[config.mk]
export PLATFORM = sky130hd
export DESIGN_NAME = alu_driver
export DESIGN_NICKNAME = d
export VERILOG_FILES = /design/src/rtl/alu_pkg.sv /design/src/rtl/alu_ctl_decode.sv /design/src/rtl/alu_driver.sv
export SDC_FILE = /design/constraint.sdc
export NUM_CORES = 1
export LEC_CHECK = 0
export BUFFER_PORTS_ARGS = -buffer_cell sky130_fd_sc_hd__buf_4
export CAP_MARGIN = 20
export CELL_PAD_IN_SITES_DETAIL_PLACEMENT = 0
export CELL_PAD_IN_SITES_GLOBAL_PLACEMENT = 1
export CORE_ASPECT_RATIO = 0.6
export CORE_UTILIZATION = 29
export DETAILED_ROUTE_END_ITERATION = 7
export GPL_ROUTABILITY_DRIVEN = 0
export GPL_TIMING_DRIVEN = 0
export PLACE_DENSITY = 0.81
export SYNTH_ARGS = -nofsm -noshare
export SYNTH_HDL_FRONTEND = slang
export SYNTH_HIERARCHICAL = 1
export SYNTH_SLANG_ARGS = --single-unit
[constraint.sdc]
create_clock -name clk -period 2.2 [get_ports clk]
set_clock_uncertainty 0.1 [all_clocks]
set_input_delay 0.44 -clock clk [delete_from_list [all_inputs] [get_ports clk]]
set_output_delay 0.44 -clock clk [all_outputs]
set_load 0.01 [all_outputs]
[src/rtl/alu_pkg.sv]
// Purpose : shared constants and types for the ALU sequencing front end and its decoder.
// Latency : n/a (declarations only).
// Backpr. : n/a. Contents change with ALU_MUL_EN (adds the multiply FSM state).
package alu_pkg;

  // ALU control codes driven onto alu_ctl
  localparam logic [3:0] ALU_ADD = 4'b0010;
  localparam logic [3:0] ALU_SUB = 4'b0110;
  localparam logic [3:0] ALU_AND = 4'b0000;
  localparam logic [3:0] ALU_OR  = 4'b0001;

  // ALUOp encodings from the main control unit
  localparam logic [1:0] ALUOP_ADD   = 2'b00;  // ld/sd address add
  localparam logic [1:0] ALUOP_SUB   = 2'b01;  // beq compare
  localparam logic [1:0] ALUOP_RTYPE = 2'b10;  // decode from funct fields
  localparam logic [1:0] ALUOP_ILL   = 2'b11;

  // funct7 / funct3 values recognised for R-type
  localparam logic [6:0] F7_BASE   = 7'b0000000;
  localparam logic [6:0] F7_ALT    = 7'b0100000;
  localparam logic [6:0] F7_MULDIV = 7'b0000001;
  localparam logic [2:0] F3_ADDSUB = 3'b000;
  localparam logic [2:0] F3_AND    = 3'b111;
  localparam logic [2:0] F3_OR     = 3'b110;

`ifdef ALU_MUL_EN
  typedef enum logic [1:0] {
    ST_IDLE = 2'd0,
    ST_EXEC = 2'd1,
    ST_MUL  = 2'd2,
    ST_DONE = 2'd3
  } state_e;
`else
  typedef enum logic [1:0] {
    ST_IDLE = 2'd0,
    ST_EXEC = 2'd1,
    ST_DONE = 2'd3
  } state_e;
`endif

endpackage

[src/rtl/alu_ctl_decode.sv]
// Purpose : ALUOp/funct7/funct3 -> {4-bit ALU ctl, is_mul, err}; also used by the single-cycle control path.
// Latency : combinational.
// Backpr. : none (no state). Mul decode exists only with ALU_MUL_EN, otherwise funct7=0000001 is an error.
// Ports   : alu_op_i[1:0], funct7_i[6:0], funct3_i[2:0] in; ctl_o[3:0], is_mul_o, err_o out.
module alu_ctl_decode
  import alu_pkg::*;
(
  input  logic [1:0] alu_op_i,
  input  logic [6:0] funct7_i,
  input  logic [2:0] funct3_i,
  output logic [3:0] ctl_o,
  output logic       is_mul_o,
  output logic       err_o
);

  always_comb begin
    ctl_o    = ALU_ADD;
    is_mul_o = 1'b0;
    err_o    = 1'b0;
    case (alu_op_i)
      ALUOP_ADD: ctl_o = ALU_ADD;
      ALUOP_SUB: ctl_o = ALU_SUB;
      ALUOP_RTYPE: begin
        case ({funct7_i, funct3_i})
          {F7_BASE, F3_ADDSUB}: ctl_o = ALU_ADD;
          {F7_ALT,  F3_ADDSUB}: ctl_o = ALU_SUB;
          {F7_BASE, F3_AND}:    ctl_o = ALU_AND;
          {F7_BASE, F3_OR}:     ctl_o = ALU_OR;
`ifdef ALU_MUL_EN
          // mul is sequenced as repeated adds, so the ALU only ever sees ADD
          {F7_MULDIV, F3_ADDSUB}: begin
            ctl_o    = ALU_ADD;
            is_mul_o = 1'b1;
          end
`endif
          default: err_o = 1'b1;
        endcase
      end
      default: err_o = 1'b1;  // ALUOP_ILL
    endcase
  end

endmodule

[src/rtl/alu_driver.sv]
// Purpose : sequences one op at a time onto the external combinational 64-bit ALU; optional MUL (ALU_MUL_EN) by shift-and-add.
// Latency : accept->out_valid 2 cycles (add/sub/and/or), 1 (decode error), 65 (mul).
// Backpr. : in_ready only in IDLE; DONE holds out_* stable until out_ready.
// Ports   : clk, reset (sync, active-high); in_valid/in_ready + alu_op, funct7, funct3, a, b request;
//           alu_ctl, alu_op1, alu_op2 to the ALU, alu_result from it; out_valid/out_ready + out_result, out_zero, out_err response.
module alu_driver
  import alu_pkg::*;
#(
  parameter int WIDTH = 64,
  parameter int CNT_W = 6
) (
  input  logic             clk,
  input  logic             reset,
  input  logic             in_valid,
  output logic             in_ready,
  input  logic [1:0]       alu_op,
  input  logic [6:0]       funct7,
  input  logic [2:0]       funct3,
  input  logic [WIDTH-1:0] a,
  input  logic [WIDTH-1:0] b,
  output logic [3:0]       alu_ctl,
  output logic [WIDTH-1:0] alu_op1,
  output logic [WIDTH-1:0] alu_op2,
  input  logic [WIDTH-1:0] alu_result,
  output logic             out_valid,
  input  logic             out_ready,
  output logic [WIDTH-1:0] out_result,
  output logic             out_zero,
  output logic             out_err
);

  // Only the 64-bit / 64-step configuration is meaningful.
  if (WIDTH != 64 || (1 << CNT_W) != WIDTH) begin : g_cfg_check
    $error("alu_driver: only WIDTH=64 with CNT_W=6 is supported");
  end

  logic [3:0] dec_ctl;
  logic       dec_is_mul;
  logic       dec_err;
  logic       dec_bad;

  alu_ctl_decode u_dec (
    .alu_op_i (alu_op),
    .funct7_i (funct7),
    .funct3_i (funct3),
    .ctl_o    (dec_ctl),
    .is_mul_o (dec_is_mul),
    .err_o    (dec_err)
  );

`ifdef ALU_MUL_EN
  assign dec_bad = dec_err;
`else
  // No multiplier in this build; a mul flag can never be honoured here.
  assign dec_bad = dec_err | dec_is_mul;
`endif

  state_e           state_q, state_d;
  logic [3:0]       ctl_q, ctl_d;
  logic [WIDTH-1:0] a_q, a_d;
  logic [WIDTH-1:0] b_q, b_d;
  logic [WIDTH-1:0] res_q, res_d;
  logic             zero_q, zero_d;
  logic             err_q, err_d;

`ifdef ALU_MUL_EN
  localparam logic [CNT_W-1:0] CNT_LAST = CNT_W'(WIDTH - 1);

  logic [WIDTH-1:0] acc_q, acc_d;
  logic [WIDTH-1:0] mcand_q, mcand_d;
  logic [WIDTH-1:0] mplier_q, mplier_d;
  logic [CNT_W-1:0] cnt_q, cnt_d;
  logic [WIDTH-1:0] acc_step;

  // acc after this step: ALU computes acc + mcand, kept only when the multiplier bit is set
  assign acc_step = mplier_q[0] ? alu_result : acc_q;
`endif

  // Next-state and register updates
  always_comb begin
    state_d = state_q;
    ctl_d   = ctl_q;
    a_d     = a_q;
    b_d     = b_q;
    res_d   = res_q;
    zero_d  = zero_q;
    err_d   = err_q;
`ifdef ALU_MUL_EN
    acc_d    = acc_q;
    mcand_d  = mcand_q;
    mplier_d = mplier_q;
    cnt_d    = cnt_q;
`endif
    case (state_q)
      ST_IDLE: begin
        if (in_valid) begin
          ctl_d = dec_ctl;
          a_d   = a;
          b_d   = b;
`ifdef ALU_MUL_EN
          acc_d    = '0;
          mcand_d  = a;
          mplier_d = b;
          cnt_d    = '0;
`endif
          if (dec_bad) begin
            err_d   = 1'b1;
            res_d   = '0;
            zero_d  = 1'b0;
            state_d = ST_DONE;
          end else begin
            err_d = 1'b0;
`ifdef ALU_MUL_EN
            state_d = dec_is_mul ? ST_MUL : ST_EXEC;
`else
            state_d = ST_EXEC;
`endif
          end
        end
      end
      ST_EXEC: begin
        res_d   = alu_result;
        zero_d  = (alu_result == '0);
        state_d = ST_DONE;
      end
`ifdef ALU_MUL_EN
      ST_MUL: begin
        acc_d    = acc_step;
        mcand_d  = mcand_q << 1;
        mplier_d = mplier_q >> 1;
        cnt_d    = cnt_q + CNT_W'(1);
        // fixed 64 steps, no early exit on an exhausted multiplier
        if (cnt_q == CNT_LAST) begin
          res_d   = acc_step;
          zero_d  = (acc_step == '0);
          state_d = ST_DONE;
        end
      end
`endif
      ST_DONE: begin
        if (out_ready) state_d = ST_IDLE;
      end
      default: state_d = ST_IDLE;
    endcase
  end

  always_ff @(posedge clk) begin
    if (reset) begin
      state_q <= ST_IDLE;
      ctl_q   <= ALU_ADD;
      a_q     <= '0;
      b_q     <= '0;
      res_q   <= '0;
      zero_q  <= 1'b0;
      err_q   <= 1'b0;
`ifdef ALU_MUL_EN
      acc_q    <= '0;
      mcand_q  <= '0;
      mplier_q <= '0;
      cnt_q    <= '0;
`endif
    end else begin
      state_q <= state_d;
      ctl_q   <= ctl_d;
      a_q     <= a_d;
      b_q     <= b_d;
      res_q   <= res_d;
      zero_q  <= zero_d;
      err_q   <= err_d;
`ifdef ALU_MUL_EN
      acc_q    <= acc_d;
      mcand_q  <= mcand_d;
      mplier_q <= mplier_d;
      cnt_q    <= cnt_d;
`endif
    end
  end

  // ALU-facing drive: idle value is ADD of zeros so the ALU inputs are quiet
  always_comb begin
    alu_ctl = ALU_ADD;
    alu_op1 = '0;
    alu_op2 = '0;
    case (state_q)
      ST_EXEC: begin
        alu_ctl = ctl_q;
        alu_op1 = a_q;
        alu_op2 = b_q;
      end
`ifdef ALU_MUL_EN
      ST_MUL: begin
        alu_ctl = ALU_ADD;
        alu_op1 = acc_q;
        alu_op2 = mcand_q;
      end
`endif
      default: ;
    endcase
  end

  assign in_ready   = (state_q == ST_IDLE);
  assign out_valid  = (state_q == ST_DONE);
  assign out_result = res_q;
  assign out_zero   = zero_q;
  assign out_err    = err_q;

endmodule

==> flow_summary.ini <==
[run_status]
run_status = complete, but fails checks
violated_checks = setup timing

[clock_network]
clock_insertion_delay_worst_skew_ps = 440
cts_tree = yes
cts.sinks = 200
numCtsBuffers = 17
h-tree-depth = 4
clock-root-buffer = sky130_fd_sc_hd__clkbuf_16
clock_pin_slew_on_the_worst_setup_and_hold_paths_ps = 80
cts_hold_repair.buffers = 0
cts-root-to-sink-buffers = 2

[drt]
vias = 8487
dr.first_iter.drc_count = 452
drt_pass1_iterations = 5
wirelength_um = 32000
detail_route.vias_per_cell = 4.66
drcViolationCount = 0
antenna_violating_nets_remaining = 0
detail_route.wl_per_cell_um = 17.6

[place]
hpwlAfterDp_um = 23700
port_buffers = 407
placed_instance_area_um2 = 11600

[critical_path]
cp-end-kind = output pin
cp_data_required_time_ps = 1660
timing.setup.critical_path_class = reg -> out
timing.rr.end = a_q[8]
worst-path-max-fanout = 7
r2r.worst_path.cells = 7
crit-reg2reg-launch = state_q[0]
arrival_time_at_the_worst_endpoint_ps = 1680
timing.critical_path.from_type = flop
setup.reg_to_reg.worst_slack_ps = 440

[timing]
worst_slew_margin_rel_pct = 49.9
finalCritPeriodShare_pct = 101
slew_at_the_pin_with_the_worst_max_slew_slack_ps = 751
finalCriticalPeriod_ps = 2220
hold_viol_final = 0
fmax_mhz = 450
final.setup.worst_slack_ps = -22.6
rsz0062_at_grt = true
setup_viol = 41
hold_slack_ps = 136
final_max_slew_viol_count = 0

[die]
die_span_x_um = 217
placement_rows = 46
initial_utilization_pct = 30.0
die_height_um = 131
boundaryPins = 408
full_die_area_um2 = 28500
placeableCoreArea_um2 = 26900

[layout]
finish.net_count = 1659
finish.instance_area_um2 = 13400
post-route-util_pct = 49.9
layout.filler_cells = 2669
share_of_post_route_cells_with_drive_strength_above_1_pct = 43.7
area_overhead_of_the_layout_relative_to_synthesis_pct = 66.4

[global_routing]
globalRouteTotalUtil_pct = 21.8
maximum_number_of_pins_on_one_net_before_global_route_repair = 18
grt_antenna_before_repair = 0
global_route.overflow_total = 0
wire_length_of_the_first_global_routing_pass_um = 47200
number_of_global_route_vias_before_repair = 8016

[synth]
synth_seq_cells = 200
synth.lib_cells_used.distinct = 33
synth-warning-count = 6
avgSynthCellArea_um2 = 8.06
synth.area.mux_share_pct = 0
synth_compound_gate_area_share_pct = 15.0
post_synth_xor_area_fraction_pct = 0
synth_simple_gate_area_share_pct = 29.2
synth_enable_flop_cells = 0
seq_area_frac_synth_pct = 49.6
dominant_combinational_cell_family_by_area_after_synthesis = simple AND/OR/NAND/NOR gates
post_synth_fa_ha_maj_area_fraction_pct = 0.465
synth_top_flop_cell = sky130_fd_sc_hd__dfxtp_1
netlist_instances = 1001
asyncSetResetFlopFracSynth_pct = 0
synth.cell_area_um2 = 8070

[worst_hold_path]
holdPathEnd = b_q[59]
holdCritPathClass = in -> reg
hold_path_depth = 3
timing.hold.worst.start = b[59]

[run]
cap_viol_max_count = 0

[pwr]
power_density_nw_per_um2 = 674
worst_ir_drop_vdd_uv = 454
post-layout-total-power_mw = 9.05
p_leak_nw = 5.91
## kinds of logic (layout without fill, tap and decap cells)
logic type               count (synthesis)  count (layout)
flip-flops                             200             200
adder cells (fa/ha/maj)                  3               3
AND/OR/NAND/NOR                        508             508
AO/OA/AOI/OAI                          205             205
other                                    1               3
buffers and inverters                   84             543
## flip-flops by register name, summed over array words and instances (netlist names)
| register | cells |
|---|---|
| a_q | 64 |
| b_q | 64 |
| ctl_q | 4 |
| out_err | 1 |
| out_result | 64 |
| out_zero | 1 |
| state_q | 2 |
## cell usage after synthesis, drive strengths merged, types with 3 or more instances
master	n	area (µm²)
nand2	268	1010
dfxtp	200	4000
a21oi	133	666
and2	133	832
nor2	70	270
a22oi	64	480
buf	43	293
clkbuf	39	163
nor4	15	93.8
nor3	6	30.0
nand3b	4	30.0
ha	3	37.5
nand2b	3	18.8
## worst max-delay path by stage
| stage | from | end | slack, ps |
|---|---|---|---|
| after global routing | state_q[0] | alu_op1[6] | -90 |
| after global placement | funct7[0] | out_result[13] | -650 |
| after floorplan | funct7[0] | out_result[13] | 20 |
| after CTS | state_q[0] | alu_op2[3] | -60 |
| after detailed placement | funct7[0] | out_result[59] | -700 |
| final | state_q[0] | alu_op1[6] | -20 |
## timing repair
item,in CTS,in global routing
cloned,14,1
setup endpoints to repair,192,171
gates resized for setup,256,42
pin swaps,85,18
setup buffers,5,2
endpoints found under the hold margin,0,0
## area by class of cell
class	count	area, µm²	share of cell area (%)
clock inverters	11	111	0.830
multi-input cells	718	3920	29.2
inverters	2	7.51	0.0559
repair buffers	429	3790	28.2
clock buffers	21	460	3.43
diodes	1	2.50	0.0186
flip-flops and latches	200	4010	29.9
well taps	360	450	3.36
plain buffers	80	672	5.01
## where the power goes
part,internal [mW],leakage [nW],switching [mW]
registers,3.86,1.64,0.124
logic,0.995,4.01,0.941
clock network,1.64,0.264,1.49
## cell usage in the layout, fill, tap and decap left out, types with 22 or more instances in the layout
master,count
sky130_fd_sc_hd__nand2_1,267
sky130_fd_sc_hd__buf_2,22
sky130_fd_sc_hd__dfxtp_1,198
sky130_fd_sc_hd__buf_4,307
sky130_fd_sc_hd__nor2_1,69
sky130_fd_sc_hd__a21oi_1,133
sky130_fd_sc_hd__clkbuf_16,25
sky130_fd_sc_hd__clkbuf_1,26
sky130_fd_sc_hd__buf_6,124
sky130_fd_sc_hd__a22oi_1,64
sky130_fd_sc_hd__and2_4,113
## per-layer routing
metal	global-route usage, %	up-vias	share of wire (%)
met3	7.18	24	8.1
met2	35.8	268	48
met1	27.3	4010	43
met5	0	-	0
met4	5.75	0	1.2
li1	-	4185	-
## through the flow
step | instances | setup WS, ps | setup TNS (ps)
finish | 1822 | -22.6 | -259
global route | 1821 | -90.6 | -6940
CTS | 1819 | -55.7 | -3100
detailed placement | 1769 | -701 | -44790
global placement | 1769 | -651 | -40540
floorplan | 1002 | 18.3 | 0
## worst max-delay path, cell delays in order, from the launching register on
cell                        delay [ps]
sky130_fd_sc_hd__dfxtp_4           350
sky130_fd_sc_hd__nor2b_4           150
sky130_fd_sc_hd__buf_12            170
sky130_fd_sc_hd__clkbuf_16         180
sky130_fd_sc_hd__clkbuf_16         140
sky130_fd_sc_hd__and2_4            140
sky130_fd_sc_hd__buf_6              90
Power figures use the tool's default switching activity.
